$ cat config.mk
export PLATFORM = sky130hd
export DESIGN_NAME = keypad_scan_ctrl
export DESIGN_NICKNAME = d
export VERILOG_FILES = /design/src/rtl/keypad_pkg.sv /design/src/rtl/sync_2ff.sv /design/src/rtl/keypad_scan_ctrl.sv
export SDC_FILE = /design/constraint.sdc
export NUM_CORES = 1
export LEC_CHECK = 0
export CAP_MARGIN = 10
export CORE_ASPECT_RATIO = 1.2
export CORE_MARGIN = 3
export CORE_UTILIZATION = 55
export CTS_CLUSTER_SIZE = 24
export DETAILED_ROUTE_END_ITERATION = 10
export GPL_TIMING_DRIVEN = 0
export PLACE_DENSITY = 0.73
export SLEW_MARGIN = 0
export SYNTH_ARGS = -nofsm -noshare
export SYNTH_HDL_FRONTEND = slang
export SYNTH_HIERARCHICAL = 1
export SYNTH_SLANG_ARGS = --single-unit
$ cat constraint.sdc
create_clock -name clk -period 5.6 [get_ports clk]
set_clock_uncertainty 0.1 [all_clocks]
set_input_delay 0.56 -clock clk [delete_from_list [all_inputs] [get_ports clk]]
set_output_delay 0.56 -clock clk [all_outputs]
set_load 0.1 [all_outputs]
$ cat src/rtl/keypad_pkg.sv
// Shared types and constants for the 4x4 keypad scan controller.
package keypad_pkg;

    localparam int N_ROWS = 4;
    localparam int N_COLS = 4;
    localparam int KEY_W  = 4;

    typedef enum logic [1:0] {
        SCAN    = 2'd0,
        CONFIRM = 2'd1,
        PRESS   = 2'd2,
        RELEASE = 2'd3
    } state_t;

    // Key code is 4*col + row, i.e. column in the upper bits.
    function automatic logic [KEY_W-1:0] key_encode(input logic [1:0] col_idx,
                                                    input logic [1:0] row_idx);
        return {col_idx, row_idx};
    endfunction

endpackage

$ cat src/rtl/sync_2ff.sv
// Two-flop synchronizer for a bus of independent level signals.
// Resets to all ones so an idle (pulled-up) input reads as inactive.
module sync_2ff #(
    parameter int W = 4
) (
    input  logic         clk,
    input  logic         rst,
    input  logic [W-1:0] d,
    output logic [W-1:0] q
);

    logic [W-1:0] meta;

    // Two-stage capture of the asynchronous input.
    always_ff @(posedge clk) begin
        if (rst) begin
            meta <= '1;
            q    <= '1;
        end else begin
            meta <= d;
            q    <= meta;
        end
    end

endmodule

$ cat src/rtl/keypad_scan_ctrl.sv
// Column-strobing scan controller for a 4x4 matrix keypad with press and
// release debouncing and a valid/ack key handshake.
//
// state   | meaning
// --------+--------------------------------------------------------------
// SCAN    | rotating the active column, looking for any low row on tick
// CONFIRM | column held, counting consecutive low samples of cand_row
// PRESS   | one cycle: deliver the key or flag overflow if unconsumed
// RELEASE | key held; counting consecutive high samples of cand_row
module keypad_scan_ctrl
    import keypad_pkg::*;
#(
    parameter int SCAN_DIV       = 27000,
    parameter int DEBOUNCE_SCANS = 4
) (
    input  logic              clk,
    input  logic              rst,
    input  logic [N_ROWS-1:0] row_i,
    output logic [N_COLS-1:0] col_o,
    output logic [KEY_W-1:0]  key_code_o,
    output logic              key_valid_o,
    input  logic              key_ack_i,
    output logic              key_pressed_o,
    output logic              overflow_o
);

    localparam int TW = $clog2(SCAN_DIV);
    localparam int DW = $clog2(DEBOUNCE_SCANS + 1);
    localparam logic [TW-1:0] TICK_LAST = TW'(SCAN_DIV - 1);
    localparam logic [DW-1:0] DB_LAST   = DW'(DEBOUNCE_SCANS);

    logic [N_ROWS-1:0] row_s;
    logic [TW-1:0]     tick_cnt;
    logic              tick;
    logic              any_low;
    logic [1:0]        low_row;
    logic              cand_low;

    state_t            state;
    logic [1:0]        col_idx;
    logic [1:0]        cand_col;
    logic [1:0]        cand_row;
    logic [DW-1:0]     match_cnt;
    logic [DW-1:0]     rel_cnt;

    sync_2ff #(.W(N_ROWS)) u_row_sync (
        .clk (clk),
        .rst (rst),
        .d   (row_i),
        .q   (row_s)
    );

    assign tick     = (tick_cnt == TICK_LAST);
    assign cand_low = ~row_s[cand_row];

    // Free-running sample-period counter; wraps after SCAN_DIV cycles.
    always_ff @(posedge clk) begin
        if (rst) begin
            tick_cnt <= '0;
        end else if (tick) begin
            tick_cnt <= '0;
        end else begin
            tick_cnt <= tick_cnt + TW'(1);
        end
    end

    // Lowest-index active row wins when several rows are low.
    always_comb begin
        any_low = ~&row_s;
        low_row = 2'd0;
        for (int r = N_ROWS - 1; r >= 0; r--) begin
            if (!row_s[r]) begin
                low_row = 2'(r);
            end
        end
    end

    // Scan/debounce FSM plus the key handshake register.
    always_ff @(posedge clk) begin
        if (rst) begin
            state         <= SCAN;
            col_idx       <= 2'd0;
            col_o         <= 4'b1110;
            cand_col      <= 2'd0;
            cand_row      <= 2'd0;
            match_cnt     <= '0;
            rel_cnt       <= '0;
            key_code_o    <= '0;
            key_valid_o   <= 1'b0;
            key_pressed_o <= 1'b0;
            overflow_o    <= 1'b0;
        end else begin
            overflow_o <= 1'b0;
            if (key_ack_i && key_valid_o) begin
                key_valid_o <= 1'b0;
            end

            case (state)
                SCAN: begin
                    if (tick) begin
                        if (any_low) begin
                            cand_col  <= col_idx;
                            cand_row  <= low_row;
                            match_cnt <= DW'(1);
                            state     <= (DEBOUNCE_SCANS == 1) ? PRESS : CONFIRM;
                        end else begin
                            col_idx <= col_idx + 2'd1;
                            col_o   <= {col_o[N_COLS-2:0], col_o[N_COLS-1]};
                        end
                    end
                end

                CONFIRM: begin
                    if (tick) begin
                        if (cand_low) begin
                            if (match_cnt != DB_LAST) begin
                                match_cnt <= match_cnt + DW'(1);
                            end
                            if (match_cnt + DW'(1) == DB_LAST) begin
                                state <= PRESS;
                            end
                        end else begin
                            state   <= SCAN;
                            col_idx <= col_idx + 2'd1;
                            col_o   <= {col_o[N_COLS-2:0], col_o[N_COLS-1]};
                        end
                    end
                end

                PRESS: begin
                    // A same-cycle ack frees the holding register for the new key.
                    if (!key_valid_o || key_ack_i) begin
                        key_code_o  <= key_encode(cand_col, cand_row);
                        key_valid_o <= 1'b1;
                    end else begin
                        overflow_o <= 1'b1;
                    end
                    key_pressed_o <= 1'b1;
                    rel_cnt       <= '0;
                    state         <= RELEASE;
                end

                RELEASE: begin
                    if (tick) begin
                        if (cand_low) begin
                            rel_cnt <= '0;
                        end else if (rel_cnt + DW'(1) == DB_LAST) begin
                            rel_cnt       <= DB_LAST;
                            key_pressed_o <= 1'b0;
                            state         <= SCAN;
                            col_idx       <= col_idx + 2'd1;
                            col_o         <= {col_o[N_COLS-2:0], col_o[N_COLS-1]};
                        end else begin
                            rel_cnt <= rel_cnt + DW'(1);
                        end
                    end
                end

                default: state <= SCAN;
            endcase
        end
    end

endmodule

# Word-level counts from Yosys, hierarchy flattened
# Index checks and enable logic that the tools add are counted.
# totals
register_bits	48
# op_classes
add_sub_neg	4
order_cmp	1
n_eq_ne	18
n_mux	49
n_bitwise	2
reduce_logical	17
# ops
op	n
two-way mux 2 bit	19
two-way mux 4 bit	7
two-way mux 3 bit	8
!= test 2 bit, second input constant	10
adder 15 x 1 -> 15 bit, second input constant	1
equality test 15 bit, second input constant	1
one-hot mux 3 bit (2 select lines)	2
one-hot mux 4 bit (3 select lines)	1
two-way mux 1 bit	8
one-hot mux 2 bit (4 select lines)	1
AND reduction 4 bit	2
AND reduction 8 bit	1
AND reduction 7 bit	1
adder 3 x 1 -> 3 bit, second input constant	2
equality test 3 bit, second input constant	2
!= test 3 bit, second input constant	2
one-hot mux 2 bit (3 select lines)	1
AND reduction 6 bit	1
equality test 2 bit, second input constant	2
AND reduction 2 bit	2
nonzero test 2 bit	2
OR reduction 2 bit	2
less-than comparator 2 x 3 -> 1 bit, second input constant	1
AND reduction 3 bit	1
other kinds (10)	11

# Depth between registers and ports, before layout
# logic_depth
word_depth	6
mapped_depth	7
ltp_nobuf	6

# Modules after synthesis
# Netlist, hierarchy kept.
# by_module_without_submodules
mod	instances	cells_each	area_each_um2
keypad_scan_ctrl	1	257	2147.1
sync_2ff	1	16	210.2

# Least setup slack after synthesis
# Ideal clock, no wire load.
# synth_timing
path_type	register -> register
start	register col_o[1]
end	register col_o[2]
setup_ns	0.086
arrival_time_ns	1.743
required_time_ns	5.414
setup_slack_ns	3.672
stages_incl_launch_ff	5
path_buffers	0
path_cell_list	dfxtp_1 > nor2_1 > and3_1 > mux2_2 > a211oi_1
# synth_via
elab_chain_cells	4
elab_cells_between_ends	8
# synth_rtl
item	line_no	rtl
from (decl)	keypad_scan_ctrl.sv:19	output logic [N_COLS-1:0] col_o,
from (signal assigned)	keypad_scan_ctrl.sv:108	col_o <= {col_o[N_COLS-2:0], col_o[N_COLS-1]};
from (signal assigned)	keypad_scan_ctrl.sv:125	col_o <= {col_o[N_COLS-2:0], col_o[N_COLS-1]};
from (signal assigned)	keypad_scan_ctrl.sv:152	col_o <= {col_o[N_COLS-2:0], col_o[N_COLS-1]};
two-way mux 4 bit	keypad_scan_ctrl.sv:147	end else if (rel_cnt + DW'(1) == DB_LAST) begin
two-way mux 4 bit	keypad_scan_ctrl.sv:145	if (cand_low) begin
two-way mux 4 bit	keypad_scan_ctrl.sv:144	if (tick) begin
one-hot mux 4 bit (3 select lines) (*)	keypad_scan_ctrl.sv:98	case (state)
# Mark *: on every way between the ends. The rest lies on a longest branch, timed or not. The select of a mux whose other input is x is not followed.
# A chain may end at the register's enable or synchronous reset.

# Final worst setup path
# layout_timing
start	input rst
end	register tick_cnt[2]
# layout_via
elab_chain_cells	1
# layout_rtl
item	line_no	rtl
from (decl)	keypad_scan_ctrl.sv:17	input logic rst,
OR reduction 2 bit (no source line)	--	
to (signal assigned)	keypad_scan_ctrl.sv:63	tick_cnt <= tick_cnt + TW'(1);
to (decl)	keypad_scan_ctrl.sv:33	logic [TW-1:0] tick_cnt;
# No other way between the ends.

==> run metrics <==
pin count of the biggest net entering global routing 15; CP top delay family buffers and inverters; drt pass-1 iters 4; overall routed net length 5090 microns; number of nets in the finished design 310; TritonCTS clock tree done; Critical Path Most Common Cell sky130_fd_sc_hd__clkbuf_1; largest cells by area after synthesis sky130_fd_sc_hd__dfxtp_1 (41%), sky130_fd_sc_hd__xnor2_1 (4.5%), sky130_fd_sc_hd__nor2_1 (4.3%); gr usage total 22.1%; leak pwr 0.935 nW; input/output buffers 17; number of antenna diodes 0; outcome complete, no violations; total area of sequential cells 961 sq um; Max-Slew Margin vs Limit 34.8%; number of warnings reported in the yosys synthesis log 6; cell area reported after detailed placement 2590 sq um; Most used DFF post-synth sky130_fd_sc_hd__dfxtp_1; post-CTS sizing 0; H-Tree Depth 2; setup repair after global routing missed its margin no; clock slew seen by the registers of the worst setup and hold paths 0.09 ns; area of the multi-input gates 1300 sq um; Die Span X 65.8 microns; Placement Rows 25; number of buffers on the longest clock path 2; Avg Synthesized Cell Area 8.63 sq um; final instance area 2690 sq um; critical path, cell by cell clkdlybuf4s50_1 > clkbuf_1 > clkbuf_1 > clkbuf_1 > nor2_1; y dimension of the die 77.7 microns; worst endpoint required time 5.67 ns; number of antenna violations at the first check in global routing 0; net count after synthesis 286; cell type contributing the most total cell area after synthesis sky130_fd_sc_hd__dfxtp_1; synthesized cell area 2360 sq um; starting density of the core 58.4%; max-slew violation count 0; element type at the critical path end flop; number of top-level design ports 18; core region area 4040 sq um; sequential area share after synthesis 40.8%; setup ws final 2.98 ns; Final min period 2.62 ns; number of global-route vias before repair 1,956; hpwl dp 3650 microns; TritonCTS Buffers 5; post-placement worst setup slack 2.67 ns; Cells after Synth 273; # Post-CTS Setup Buffers 0; hold buffer count at cts 0; Post-synth ARST share 0%; drt initial violations 105; proportion of netlist area held by the largest area contributor 40.8%; number of sinks driven by the clock tree 48; slew at the pin closest to its max-slew limit 0.975 ns; number of synthesized flops with an enable pin 0; Synth-to-Final Area Change 14.1%; top fanout value on the critical path 12; Wirelength per Cell 14.5 microns; Final Hold Fails 0; cell with the biggest individual delay on the critical path sky130_fd_sc_hd__clkdlybuf4s50_1; register bit total from synthesis 48; number of unique standard cell types used by synthesis 50; post-route setup TNS 0 ns; Max Cap Violations 0; biggest cell delay along the critical path 0.66 ns; count of endpoints failing setup in the final report 0; DRC errors left 0; grt ovf 0; power per unit of standard cell area 221 nW/um^2; nature of the critical path startpoint primary input; worst min path class flop to flop; Routability Congestion 0.900; Max IR drop VDD 0.208 mV; layout cells sized above 1 7.72%; CP Data Arrival Time 2.69 ns; die outline area 5110 sq um; detailed-route via count 2,020; Layout fillers 370; final worst path period share 46.7%; number of buffers and inverters on the critical path 4; clk_lat worst skew 0.30 ns; antenna-violating nets left 0; start-to-end type of the worst setup path primary input to flop; highest achievable clock rate 0.382 GHz; root buf cell sky130_fd_sc_hd__clkbuf_8; global-route wire length before repair 9060 microns; via count normalized by instance count 5.74
==> per-layer routing <==
metal  up-vias  wire length (microns)  share of wire [%]  global-route usage, %
li1       1038                      -                  -                      -
met1       926                   2300                 45                   28.6
met2        46                   2470                 49                   36.1
met3        10                    215                4.2                   4.20
met4         0                    103                2.0                   7.88
met5         -                      0                  0                      0
==> cell families after synthesis <==
| family | synth area share, % |
|---|---|
| flip-flops | 40.8 |
| adder cells (fa/ha/maj) | 3.18 |
| XOR/XNOR | 5.57 |
| AND/OR/NAND/NOR | 27.3 |
| buffers and inverters | 3.93 |
| multiplexers | 3.24 |
| AO/OA/AOI/OAI | 16.0 |
==> power breakdown <==
part | leakage, nW | switching (mW) | internal (mW)
logic | 0.501 | 0.0186 | 0.0116
clock network | 0.0445 | 0.115 | 0.100
registers | 0.389 | 0.00335 | 0.345
==> state kept, by name (all words and copies together), names as in the netlist, named ones only <==
name and flops:
rel_cnt 3, u_row_sync/q 4, col_o 4, cand_col 2, cand_row 2, col_idx 2, overflow_o 1, key_code_o 4
key_valid_o 1, key_pressed_o 1, match_cnt 3, tick_cnt 15, state 1, u_row_sync/meta 4
==> final timing paths <==
| path | start | endpoint | slack (ns) | cells past startpoint |
|---|---|---|---|---|
| max | rst | tick_cnt[2]$_SDFF_PP0_ | 2.98 | 5 |
| min | u_row_sync/meta[2]$_SDFF_PP1_ | u_row_sync/q[2]$_SDFF_PP1_ | 0.31 | 1 |
| max reg2reg | tick_cnt[0]$_SDFF_PP0_ | rel_cnt[2]$_SDFFE_PP0P_ | 3.49 | 5 |
| min reg2reg | u_row_sync/meta[2]$_SDFF_PP1_ | u_row_sync/q[2]$_SDFF_PP1_ | 0.31 | 1 |
==> cell type report <==
class / count / area share, %
timing repair buffer: 17 / 6.33
clock inverter: 1 / 0.279
clock buffer: 7 / 3.21
tap: 54 / 2.51
inverter: 11 / 1.54
sequential: 48 / 35.7
buffer: 11 / 1.91
multi-input combinational: 203 / 48.5
==> cells in the final DEF (no fill, tap or decap), drive strengths merged, types with 4 or more instances in the layout <==
cell,Yosys,routed
a211oi,5,5
a21oi,16,16
a311oi,4,4
and3,4,4
clkbuf,8,15
clkdlybuf4s50,0,17
dfxtp,48,48
ha,6,6
inv,10,10
nand2,21,21
nand2b,4,4
nand3,17,17
nand4,6,6
nor2,27,27
nor3,8,8
nor4,7,7
o21ai,13,13
or2,9,9
xnor2,12,12
==> cells in the mapped netlist (all sizes together) (5+ instances only) <==
| master | n |
|---|---|
| a211oi | 5 |
| xnor2 | 12 |
| clkbuf | 8 |
| nand3 | 17 |
| a21oi | 16 |
| nor4 | 7 |
| dfxtp | 48 |
| ha | 6 |
| inv | 10 |
| nor2 | 27 |
| nand2 | 21 |
| or2 | 9 |
| nor3 | 8 |
| o21ai | 13 |
| nand4 | 6 |
==> stage by stage <==
step / cells / total power, mW / utilization, % / hold WS (ns)
final: 352 / 0.594 / 66.6 / 0.312
after global routing: 352 / 0.620 / 66.6 / 0.336
after floorplan: 273 / 0.375 / - / 0.283
after detailed placement: 344 / 0.387 / 64.3 / 0.293
after CTS: 352 / 0.600 / 66.6 / 0.315
after global placement: 344 / 0.386 / 64.3 / 0.284
Note: power is estimated with default switching activity, not from simulation.
